File: config.mk
export PLATFORM = sky130hd
export DESIGN_NAME = verificador_jogadas_flat
export DESIGN_NICKNAME = d
export VERILOG_FILES = /design/src/rtl/verificador_pkg.sv /design/src/rtl/verificador_jogadas_if.sv /design/src/rtl/filtro_chaves.sv /design/src/rtl/verificador_jogadas.sv /design/src/flat_wrapper.sv
export SDC_FILE = /design/constraint.sdc
export NUM_CORES = 1
export LEC_CHECK = 0
export CORE_ASPECT_RATIO = 0.8
export CORE_MARGIN = 8
export CORE_UTILIZATION = 60
export DETAILED_ROUTE_END_ITERATION = 8
export DONT_BUFFER_PORTS = 1
export GPL_TIMING_DRIVEN = 0
export PLACE_DENSITY = 0.75
export SLEW_MARGIN = 10
export SYNTH_ARGS = -nofsm -noshare
export SYNTH_HDL_FRONTEND = slang
export SYNTH_SLANG_ARGS = --single-unit
File: constraint.sdc
create_clock -name clock -period 2.5 [get_ports clock]
set_input_delay 0.75 -clock clock [delete_from_list [all_inputs] [get_ports clock]]
set_output_delay 0.75 -clock clock [all_outputs]
set_load 0.01 [all_outputs]
File: src/rtl/verificador_pkg.sv
// Shared types and constants for the memory-game play checker.
// FIM_TIMEOUT exists only when JOGADA_TIMEOUT_EN is defined.
package verificador_pkg;

  typedef enum logic [3:0] {
    INICIAL     = 4'd0,
    PREPARA     = 4'd1,
    ESPERA      = 4'd2,
    REGISTRA    = 4'd4,
    COMPARA     = 4'd5,
    PROXIMA     = 4'd6,
    SOLTA       = 4'd7,
    FIM_ACERTO  = 4'd10,
`ifdef JOGADA_TIMEOUT_EN
    FIM_TIMEOUT = 4'd13,
`endif
    FIM_ERRO    = 4'd14
  } estado_t;

  localparam logic [3:0] SEQ_JOGADAS [0:15] = '{
    4'b0001, 4'b0010, 4'b0100, 4'b1000,
    4'b0100, 4'b0010, 4'b0001, 4'b0001,
    4'b0010, 4'b0010, 4'b0100, 4'b0100,
    4'b1000, 4'b1000, 4'b0001, 4'b0100
  };

  function automatic logic [3:0] jogada_esperada(input logic [3:0] endereco);
    return SEQ_JOGADAS[endereco];
  endfunction

endpackage

File: src/rtl/verificador_jogadas_if.sv
// Player/game signal bundle; the game circuit is the master, the checker the slave.
// db_timeout is present only when JOGADA_TIMEOUT_EN is defined.
interface verificador_jogadas_if;
  logic       iniciar;
  logic [3:0] chaves;
  logic       pronto;
  logic       acertou;
  logic       errou;
  logic [3:0] leds;
  logic       db_jogada_valida;
  logic       db_igual;
  logic [3:0] db_endereco;
  logic [3:0] db_estado;
`ifdef JOGADA_TIMEOUT_EN
  logic       db_timeout;
`endif

  modport master (
    output iniciar, chaves,
    input  pronto, acertou, errou, leds,
           db_jogada_valida, db_igual, db_endereco, db_estado
`ifdef JOGADA_TIMEOUT_EN
         , db_timeout
`endif
  );

  modport slave (
    input  iniciar, chaves,
    output pronto, acertou, errou, leds,
           db_jogada_valida, db_igual, db_endereco, db_estado
`ifdef JOGADA_TIMEOUT_EN
         , db_timeout
`endif
  );
endinterface

File: src/rtl/filtro_chaves.sv
// Switch debouncer: pulses estavel_o once chaves_i has been nonzero and unchanged
// for HOLD_CICLOS consecutive cycles while enabled.
module filtro_chaves #(
  parameter int unsigned HOLD_CICLOS = 2
) (
  input  logic       clock,
  input  logic       reset,
  input  logic       habilita_i,
  input  logic [3:0] chaves_i,
  output logic       estavel_o
);

  localparam int unsigned     CNT_W = $clog2(HOLD_CICLOS + 1);
  localparam logic [CNT_W-1:0] ALVO = CNT_W'(HOLD_CICLOS);

  logic [3:0]       anterior_q;
  logic [CNT_W-1:0] cnt_q, cnt_d;

  // Saturate at the target so a held value cannot wrap while the FSM reacts.
  always_comb begin
    cnt_d = '0;
    if (habilita_i && (chaves_i != 4'b0000) && (chaves_i == anterior_q)) begin
      cnt_d = (cnt_q == ALVO) ? cnt_q : cnt_q + CNT_W'(1);
    end
  end

  always_ff @(posedge clock or posedge reset) begin
    if (reset) begin
      anterior_q <= 4'b0000;
      cnt_q      <= '0;
    end else begin
      anterior_q <= chaves_i;
      cnt_q      <= cnt_d;
    end
  end

  assign estavel_o = habilita_i && (cnt_q == ALVO);

endmodule

File: src/rtl/verificador_jogadas.sv
// Memory-game play checker: debounces plays, compares them with SEQ_JOGADAS, reports the result.
// Optional JOGADA_TIMEOUT_EN adds a wait timeout, FIM_TIMEOUT state and db_timeout.
module verificador_jogadas
  import verificador_pkg::*;
#(
  parameter int unsigned N_JOGADAS   = 16,
  parameter int unsigned HOLD_CICLOS = 2
`ifdef JOGADA_TIMEOUT_EN
, parameter int unsigned TIMEOUT_CICLOS = 3000
`endif
) (
  input logic                  clock,
  input logic                  reset,
  verificador_jogadas_if.slave bus
);

  localparam logic [3:0] ULTIMO = 4'(N_JOGADAS - 1);

  estado_t    estado_q, estado_d;
  logic [3:0] endereco_q, endereco_d;
  logic [3:0] jogada_q, jogada_d;
  logic       estavel;
  logic       igual;

  filtro_chaves #(
    .HOLD_CICLOS(HOLD_CICLOS)
  ) u_filtro (
    .clock      (clock),
    .reset      (reset),
    .habilita_i (estado_q == ESPERA),
    .chaves_i   (bus.chaves),
    .estavel_o  (estavel)
  );

  assign igual = (jogada_q == jogada_esperada(endereco_q));

`ifdef JOGADA_TIMEOUT_EN
  localparam int unsigned TMR_W = (TIMEOUT_CICLOS > 1) ? $clog2(TIMEOUT_CICLOS) : 1;

  logic [TMR_W-1:0] tmr_q;
  logic             esgotou;

  // ESPERA and SOLTA are never adjacent, so clearing outside them equals clearing on entry.
  always_ff @(posedge clock or posedge reset) begin
    if (reset) begin
      tmr_q <= '0;
    end else if ((estado_q == ESPERA) || (estado_q == SOLTA)) begin
      tmr_q <= tmr_q + TMR_W'(1);
    end else begin
      tmr_q <= '0;
    end
  end

  assign esgotou        = (tmr_q == TMR_W'(TIMEOUT_CICLOS - 1));
  assign bus.db_timeout = (estado_q == FIM_TIMEOUT);
`endif

  always_comb begin
    estado_d   = estado_q;
    endereco_d = endereco_q;
    jogada_d   = jogada_q;
    case (estado_q)
      INICIAL: if (bus.iniciar) estado_d = PREPARA;
      PREPARA: begin
        endereco_d = 4'd0;
        jogada_d   = 4'b0000;
        estado_d   = ESPERA;
      end
      ESPERA: begin
        if (estavel) estado_d = REGISTRA;
`ifdef JOGADA_TIMEOUT_EN
        else if (esgotou) estado_d = FIM_TIMEOUT;
`endif
      end
      REGISTRA: begin
        jogada_d = bus.chaves;
        estado_d = COMPARA;
      end
      COMPARA: begin
        if (!igual)                    estado_d = FIM_ERRO;
        else if (endereco_q == ULTIMO) estado_d = FIM_ACERTO;
        else                           estado_d = SOLTA;
      end
      SOLTA: begin
        if (bus.chaves == 4'b0000) estado_d = PROXIMA;
`ifdef JOGADA_TIMEOUT_EN
        else if (esgotou) estado_d = FIM_TIMEOUT;
`endif
      end
      PROXIMA: begin
        if (endereco_q != ULTIMO) endereco_d = endereco_q + 4'd1;
        estado_d = ESPERA;
      end
      FIM_ACERTO, FIM_ERRO: if (bus.iniciar) estado_d = PREPARA;
`ifdef JOGADA_TIMEOUT_EN
      FIM_TIMEOUT: if (bus.iniciar) estado_d = PREPARA;
`endif
      default: estado_d = INICIAL;
    endcase
  end

  always_ff @(posedge clock or posedge reset) begin
    if (reset) begin
      estado_q   <= INICIAL;
      endereco_q <= 4'd0;
      jogada_q   <= 4'b0000;
    end else begin
      estado_q   <= estado_d;
      endereco_q <= endereco_d;
      jogada_q   <= jogada_d;
    end
  end

  assign bus.pronto           = (estado_q == FIM_ACERTO) || (estado_q == FIM_ERRO)
`ifdef JOGADA_TIMEOUT_EN
                              || (estado_q == FIM_TIMEOUT)
`endif
                              ;
  assign bus.acertou          = (estado_q == FIM_ACERTO);
  assign bus.errou            = (estado_q == FIM_ERRO)
`ifdef JOGADA_TIMEOUT_EN
                              || (estado_q == FIM_TIMEOUT)
`endif
                              ;
  assign bus.leds             = jogada_q;
  assign bus.db_jogada_valida = (estado_q == REGISTRA);
  assign bus.db_igual         = igual;
  assign bus.db_endereco      = endereco_q;
  assign bus.db_estado        = estado_q;

endmodule

File: src/flat_wrapper.sv
// flat-port wrapper written by rule: the top's interface ports become plain ports
module verificador_jogadas_flat import verificador_pkg::*;
#(
  parameter int unsigned N_JOGADAS   = 16,
  parameter int unsigned HOLD_CICLOS = 2

)
  (clock, reset, bus_iniciar, bus_chaves, bus_pronto, bus_acertou, bus_errou, bus_leds, bus_db_jogada_valida, bus_db_igual, bus_db_endereco, bus_db_estado);
  verificador_jogadas_if bus_i ();
  input logic clock;
  input logic reset;
  input wire logic [$bits(bus_i.iniciar)-1:0] bus_iniciar;
  input wire logic [$bits(bus_i.chaves)-1:0] bus_chaves;
  output wire logic [$bits(bus_i.pronto)-1:0] bus_pronto;
  output wire logic [$bits(bus_i.acertou)-1:0] bus_acertou;
  output wire logic [$bits(bus_i.errou)-1:0] bus_errou;
  output wire logic [$bits(bus_i.leds)-1:0] bus_leds;
  output wire logic [$bits(bus_i.db_jogada_valida)-1:0] bus_db_jogada_valida;
  output wire logic [$bits(bus_i.db_igual)-1:0] bus_db_igual;
  output wire logic [$bits(bus_i.db_endereco)-1:0] bus_db_endereco;
  output wire logic [$bits(bus_i.db_estado)-1:0] bus_db_estado;
  assign bus_i.iniciar = bus_iniciar;
  assign bus_i.chaves = bus_chaves;
  assign bus_pronto = bus_i.pronto;
  assign bus_acertou = bus_i.acertou;
  assign bus_errou = bus_i.errou;
  assign bus_leds = bus_i.leds;
  assign bus_db_jogada_valida = bus_i.db_jogada_valida;
  assign bus_db_igual = bus_i.db_igual;
  assign bus_db_endereco = bus_i.db_endereco;
  assign bus_db_estado = bus_i.db_estado;
  verificador_jogadas #(.N_JOGADAS(N_JOGADAS), .HOLD_CICLOS(HOLD_CICLOS)) u_core (.clock(clock), .reset(reset), .bus(bus_i));
endmodule
==> PnR_summary.wiki, run 1 <==
{| class="wikitable"
! Metric !! Value
|-
| Status || finished with violations
|-
| Violations in the final reports || setup timing
|-
| Setup crit end kind || primary output
|-
| # H-tree levels || 1
|-
| Multiplexer share of the synthesized area || 0.0373
|-
| Worst slew margin || 0.539
|-
| Most common cell after layout, fill and taps aside || dfrtp_1
|-
| Final min period || 2.61 ns
|-
| Number of detailed-routing iterations run before antenna repair || 4
|-
| # DRC || 0
|-
| Setup Slack @ Placement || -0.00616 ns
|-
| Clock transition time at the flip-flop clock pins of the worst setup and hold paths || 0.11 ns
|-
| Area fraction in compound gates after synthesis || 0.152
|-
| Number of warnings issued by yosys || 0
|-
| Global-route wire length before repair || 4410 µm
|-
| Crit share post-route || 1.05
|-
| Leakage power total || 0.553 nW
|-
| VDD IR max || 914 µV
|-
| Clk Tree Root Cell || clkbuf_4
|-
| Setup repair after global routing missed its margin || true
|-
| Final setup fails || 2
|-
| Num rows || 14
|-
| Global-route usage over all layers || 0.163
|-
| Worst-case clock skew || 0.00535 ns
|-
| Mapped Nets || 130
|-
| Floorplan die height || 55.0 µm
|-
| Clock buffer depth || 2
|-
| Worst Path Class, Setup || flop to primary output
|-
| Final hold violation count || 0
|-
| Count of flip-flops with a built-in enable after synthesis || 0
|-
| Commonest cells after routing, fill and taps aside || dfrtp_1 (15), nor2_1 (10), buf_4 (9)
|-
| Final std cell area, no fill || 1290 µm²
|-
| Worst Path Arrival || 1.86 ns
|-
| Initial core utilization || 0.620
|-
| Total overflow reported by the global router || 0
|-
| Average footprint of a synthesized cell || 9.75 µm²
|-
| Async SR Flop Fraction || 1.00
|-
| Total inserted antenna cells || 0
|-
| Arithmetic-cell share of the synthesized area counting full adders, half adders and majority gates || 0.0658
|-
| Number of nets still failing antenna checks after routing || 0
|-
| Distinct cell type count after synthesis || 41
|-
| Fill cells || 158
|-
| Synthesis-to-finish area growth || 13.4%
|-
| Die Area || 3560 µm²
|-
| HPWL reported at the end of detailed placement || 1900 µm
|-
| Total power density per cell area || 1270 nW/µm²
|-
| Critical path launch point || u_core.bus.db_endereco[1]
|-
| Overall routed net length || 2690 µm
|-
| Mapped Cells || 117
|-
| Type of the most critical hold path || input port to asynchronous set/reset pin
|-
| Clock sinks || 18
|-
| Final core occ || 0.703
|-
| Number of antenna violations at the first check in global routing || 0
|-
| Sequential share of the synthesized area || 0.395
|-
| Via count || 949
|-
| Post-synth design cell area || 1140 µm²
|-
| IO Pins || 24
|-
| Worst-path maximum fanout || 8
|-
| Final weighted congestion of routability-driven global placement || 0.855
|-
| PortBufs || 0
|-
| Hold Buf Count CTS || 0
|-
| TritonCTS clock tree || done
|-
| Number of design-rule violations left by the first detailed-router iteration || 57
|-
| Xor/xnor cell area share of the yosys netlist || 0.0757
|-
| R2R Path Start || u_core.bus.db_endereco[1]
|-
| Cell area after placement || 1170 µm²
|-
| Final Max Tran Viols || 0
|-
| Average wire per standard cell || 17.6 µm
|-
| Critical Path Start Type || flop
|-
| Clk_lat worst skew || 0.30 ns
|-
| Highest clock rate || 382 MHz
|-
| Vias in the first global route || 930
|-
| Number of nets in the final layout || 143
|-
| Post-synthesis share of cell area spent on and, or, nand and nor gates || 0.224
|-
| Proportion of layout cells with a drive suffix above 1 || 0.271
|-
| Die Width || 64.8 µm
|-
| Max cap viols || 0
|-
| Largest family of logic cells by synthesized area || simple AND/OR/NAND/NOR gates
|-
| Seq cells post-synth || 18
|-
| Hold Worst Slack || 0.430 ns
|-
| Endpoint required time on the critical path || 1.75 ns
|-
| Top FF cell, synth || dfrtp_1
|-
| Worst path setup slack after routing || -0.115 ns
|-
| Measured slew at the worst slew-check pin || 0.691 ns
|-
| CTS Buf Count || 3
|-
| Pin count of the biggest net entering global routing || 19
|-
| Number of vias per cell || 6.20
|-
| Placeable Area || 1840 µm²
|}
## cell usage after synthesis, types with 2 or more instances
cell	instances	area [µm²]
o221ai_1	2	17.5
a22o_1	4	35.0
ha_1	6	75.1
nor3_1	4	20.0
nand2_1	4	15.0
dfrtp_1	18	450
mux2i_1	2	20.0
xor2_1	4	35.0
o21ai_0	6	30.0
clkbuf_1	2	7.51
nor2b_1	3	18.8
or4_1	2	15.0
a21oi_1	4	20.0
xnor2_1	4	35.0
nor2_1	10	37.5
nand2b_1	5	31.3
inv_1	7	26.3
nand3_1	7	35.0
## layer usage
metal	GRT usage	wire length [µm]
met1	0.189	1080
met2	0.260	1290
met3	0.0765	292
met4	0.0722	31
met5	0	0
## registers in the layout, indices dropped and copies added, names as in the netlist
signal	count
u_core.bus.db_endereco	4
u_core.u_filtro.cnt_q	2
u_core.bus.leds	4
u_core.u_filtro.anterior_q	4
u_core.bus.db_estado	4
## cell type report
cell class | count | area [µm²] | area share
plain buffers | 5 | 33.8 | 0.0261
clock buffers | 4 | 36.3 | 0.0280
inverters | 7 | 26.3 | 0.0203
multi-input cells | 87 | 653 | 0.505
flip-flops and latches | 18 | 454 | 0.351
well taps | 24 | 30.0 | 0.0232
repair buffers | 8 | 60.1 | 0.0464
## final timing paths
| check | end | slack (ns) | cells past startpoint |
|---|---|---|---|
| worst max register to register | u_core.bus.db_estado[3] | -0.11 | 11 |
| worst min-delay path | u_core.u_filtro.cnt_q[0] | 0.43 | 1 |
| worst min register to register | u_core.u_filtro.cnt_q[1] | 0.55 | 2 |
| max in group asynchronous | u_core.bus.db_endereco[1] | 1.59 | 1 |
| min in group clock | u_core.u_filtro.anterior_q[3] | 0.47 | 0 |
| worst max-delay path | bus_db_igual | -0.11 | 5 |
## critical path: stages, from the launching register on
cell	delay, ns
dfrtp_2	0.50
ha_2	0.23
mux4_2	0.50
xnor2_2	0.16
nand3_2	0.10
inv_2	0.08
## power by group
part	switching (mW)	internal [mW]
logic	0.473	0.443
clock network	0.0940	0.0889
registers	0.163	0.378
## cells by family (layout without fill, tap and decap cells)
group                    after synthesis  in the layout
buffers and inverters                 12             24
XOR/XNOR                               9              9
adder cells (fa/ha/maj)                6              6
flip-flops                            18             18
AO/OA/AOI/OAI                         24             24
multiplexers                           3              3
AND/OR/NAND/NOR                       45             45
## timing repair
item | CTS | global route
setup buffers | 7 | 1
endpoints found under the setup margin | 1 | 5
gates resized for setup | 8 | 8
pin swaps | 2 | 3
## stage by stage
step	std cells	setup TNS, ns	power [mW]
after floorplan	117	0	1.11
after global placement	141	0	1.23
after detailed placement	141	-0.00616	1.27
after CTS	152	-0.281	1.58
after global routing	153	-0.435	1.76
final	153	-0.223	1.64
(Power assumes the default switching activity.)
==> run 2, diff against run 1 <==
--- a/constraint.sdc
+++ b/constraint.sdc
@@ -3,2 +3,2 @@
 set_output_delay 0.75 -clock clock [all_outputs]
-set_load 0.01 [all_outputs]
+set_load 0.05 [all_outputs]
==> run 2 against run 1 <==
Net effect: the run still ends with setup timing left; critical endpoint unchanged; worst hold slack got worse by 0.0086 ns; final area increased by 11%; clock-buffer cell count stayed put; highest routed layer unchanged; total power is 30% higher; sequential cell count stayed put; largest power group unchanged; utilization up 7.6 points.
==> PnR_summary.wiki, run 2 (synthesized netlist as in run 1, its figures left out) <==
{| class="wikitable"
! Metric !! Value
|-
| Status || finished with violations (unchanged)
|-
| Violations in the final reports || setup timing (unchanged)
|-
| Number of vias per cell || 6.40 (was 6.20)
|-
| Number of design-rule violations left by the first detailed-router iteration || 78 (was 57)
|-
| Total inserted antenna cells || 0 (unchanged)
|-
| Commonest cells after routing, fill and taps aside || buf_4 (11), nor2_1 (10), dfrtp_1 (10) (was dfrtp_1 (15), nor2_1 (10), buf_4 (9))
|-
| HPWL reported at the end of detailed placement || 1940 µm (was 1900 µm)
|-
| Global-route usage over all layers || 0.161 (was 0.163)
|-
| Total overflow reported by the global router || 0 (unchanged)
|-
| Type of the most critical hold path || input port to asynchronous set/reset pin (unchanged)
|-
| PortBufs || 0 (unchanged)
|-
| Hold Buf Count CTS || 0 (unchanged)
|-
| Number of standard cells in the final layout excluding fillers || 158 (was 153)
|-
| Final Max Tran Viols || 0 (unchanged)
|-
| Worst-case clock skew || 0.0146 ns (was 0.00535 ns)
|-
| Leakage power total || 0.579 nW (was 0.553 nW)
|-
| Worst path setup slack after routing || -0.409 ns (was -0.115 ns)
|-
| Number of antenna violations at the first check in global routing || 0 (unchanged)
|-
| Slowest cell on the critical path || dfrtp_4 (was dfrtp_2)
|-
| Via count || 1011 (was 949)
|-
| Worst-path maximum fanout || 8 (unchanged)
|-
| Most common cell after layout, fill and taps aside || buf_4 (was dfrtp_1)
|-
| Final min period || 2.91 ns (was 2.61 ns)
|-
| Clock sinks || 18 (unchanged)
|-
| Clk_lat worst skew || 0.30 ns (about the same)
|-
| # H-tree levels || 1 (unchanged)
|-
| Pin count of the biggest net entering global routing || 19 (unchanged)
|-
| Total instance count after detailed placement || 141 (unchanged)
|-
| Die Width || 64.8 µm (unchanged)
|-
| Floorplan die height || 55.0 µm (unchanged)
|-
| Synthesis-to-finish area growth || 25.5% (was 13.4%)
|-
| Proportion of layout cells with a drive suffix above 1 || 0.358 (was 0.271)
|-
| Endpoint required time on the critical path || 1.75 ns (about the same)
|-
| Average wire per standard cell || 19.2 µm (was 17.6 µm)
|-
| Setup crit end kind || primary output (unchanged)
|-
| Total power || 2.14 mW (was 1.64 mW)
|-
| Overall routed net length || 3040 µm (was 2690 µm)
|-
| Final weighted congestion of routability-driven global placement || 0.857 (was 0.855)
|-
| Initial core utilization || 0.620 (unchanged)
|-
| Hold Worst Slack || 0.422 ns (was 0.430 ns)
|-
| Num rows || 14 (unchanged)
|-
| Setup repair after global routing missed its margin || true (unchanged)
|-
| Number of nets in the final layout || 148 (was 143)
|-
| Critical path's largest stage delay || 0.62 ns (was 0.50 ns)
|-
| Placeable Area || 1840 µm² (unchanged)
|-
| VDD IR max || 1050 µV (was 914 µV)
|-
| Worst Path Class, Setup || flop to primary output (unchanged)
|-
| Final hold violation count || 0 (unchanged)
|-
| Cell Chain, Critical Path || ha_4, mux4_2, xnor2_2, nand3_2, clkinvlp_4 (was ha_2, mux4_2, xnor2_2, nand3_2, inv_2)
|-
| Crit share post-route || 1.16 (was 1.05)
|-
| Critical Path Start Type || flop (unchanged)
|-
| Global-route wire length before repair || 4420 µm (was 4410 µm)
|-
| Measured slew at the worst slew-check pin || 0.705 ns (was 0.691 ns)
|-
| Clock transition time at the flip-flop clock pins of the worst setup and hold paths || 0.11 ns (about the same)
|-
| Highest clock rate || 344 MHz (was 382 MHz)
|-
| Number of detailed-routing iterations run before antenna repair || 4 (unchanged)
|-
| Final setup fails || 2 (unchanged)
|-
| # DRC || 0 (unchanged)
|-
| Worst slew margin || 0.528 (was 0.539)
|-
| Worst Path Arrival || 2.16 ns (was 1.86 ns)
|-
| Die Area || 3560 µm² (unchanged)
|-
| Clk Tree Root Cell || clkbuf_4 (unchanged)
|-
| Max cap viols || 0 (unchanged)
|-
| CTS Buf Count || 3 (unchanged)
|-
| Number of nets still failing antenna checks after routing || 0 (unchanged)
|-
| TritonCTS clock tree || done (unchanged)
|-
| Vias in the first global route || 973 (was 930)
|-
| Clock buffer depth || 2 (unchanged)
|-
| IO Pins || 24 (unchanged)
|-
| Total power density per cell area || 1490 nW/µm² (was 1270 nW/µm²)
|}
run 2: path summary, 6_finish.rpt:
| kind | from | to | slack (ns) | cells past startpoint |
|---|---|---|---|---|
| max | u_core.bus.db_endereco[1] | bus_db_igual | -0.41 | 5 |
| min | reset | u_core.u_filtro.cnt_q[0] | 0.42 | 1 |
| max reg2reg | u_core.bus.db_endereco[1] | u_core.bus.db_estado[3] | 0.32 | 6 |
| min reg2reg | u_core.u_filtro.cnt_q[0] | u_core.u_filtro.cnt_q[0] | 0.56 | 2 |
| max in group asynchronous | reset | u_core.bus.db_endereco[1] | 1.57 | 1 |
| min in group clock | bus_chaves[3] | u_core.u_filtro.anterior_q[3] | 0.48 | 0 |
run 2: worst max-delay path: cells and delay by family, from the launching register on:
family / cells / cell delay (ns)
fa+ha+maj: 1 / 0.22
xor+xnor: 1 / 0.16
simple gates: 1 / 0.12
flops: 1 / 0.62
buf+inv: 1 / 0.24
mux: 1 / 0.51
run 2: through the flow:
step | cell area (µm²) | util | TNS (ns) | setup slack [ns]
after CTS | 1360 | 0.739 | -0.494 | -0.431
after floorplan | 1160 | - | -0.0866 | -0.0676
after global routing | 1430 | 0.779 | -0.583 | -0.465
after detailed placement | 1190 | 0.649 | -0.470 | -0.201
final | 1430 | 0.779 | -0.487 | -0.409
after global placement | 1190 | 0.649 | -0.371 | -0.170
run 2: timing repair:
item / CTS / global route
pin swaps: 3 / 5
buffers inserted: 7 / 6
setup endpoints to repair: 5 / 3
gates resized for setup: 25 / 7
run 2: layout make-up:
cell class                      count  area (µm²)
Tap cell                           24        30.0
Multi-Input combinational cell     87         716
Fill cell                         139         407
Sequential cell                    18         468
Timing Repair Buffer               13         101
Inverter                            7        35.0
Clock buffer                        4        36.3
Buffer                              5        46.3
run 2: per-layer routing:
metal / GRT usage / share of wire / wire length, µm / vias up
li1: - / - / - / 453
met1: 0.174 / 0.40 / 1210 / 493
met4: 0.0650 / 0.0082 / 25 / 0
met5: 0 / 0 / 0 / -
met2: 0.269 / 0.47 / 1440 / 59
met3: 0.0865 / 0.12 / 364 / 6
run 2: power by group:
part / switching (mW) / internal [mW] / total, mW
logic: 0.642 / 0.521 / 1.16
clock network: 0.0934 / 0.0887 / 0.182
registers: 0.404 / 0.390 / 0.794
total: 1.14 / 1.00 / 2.14
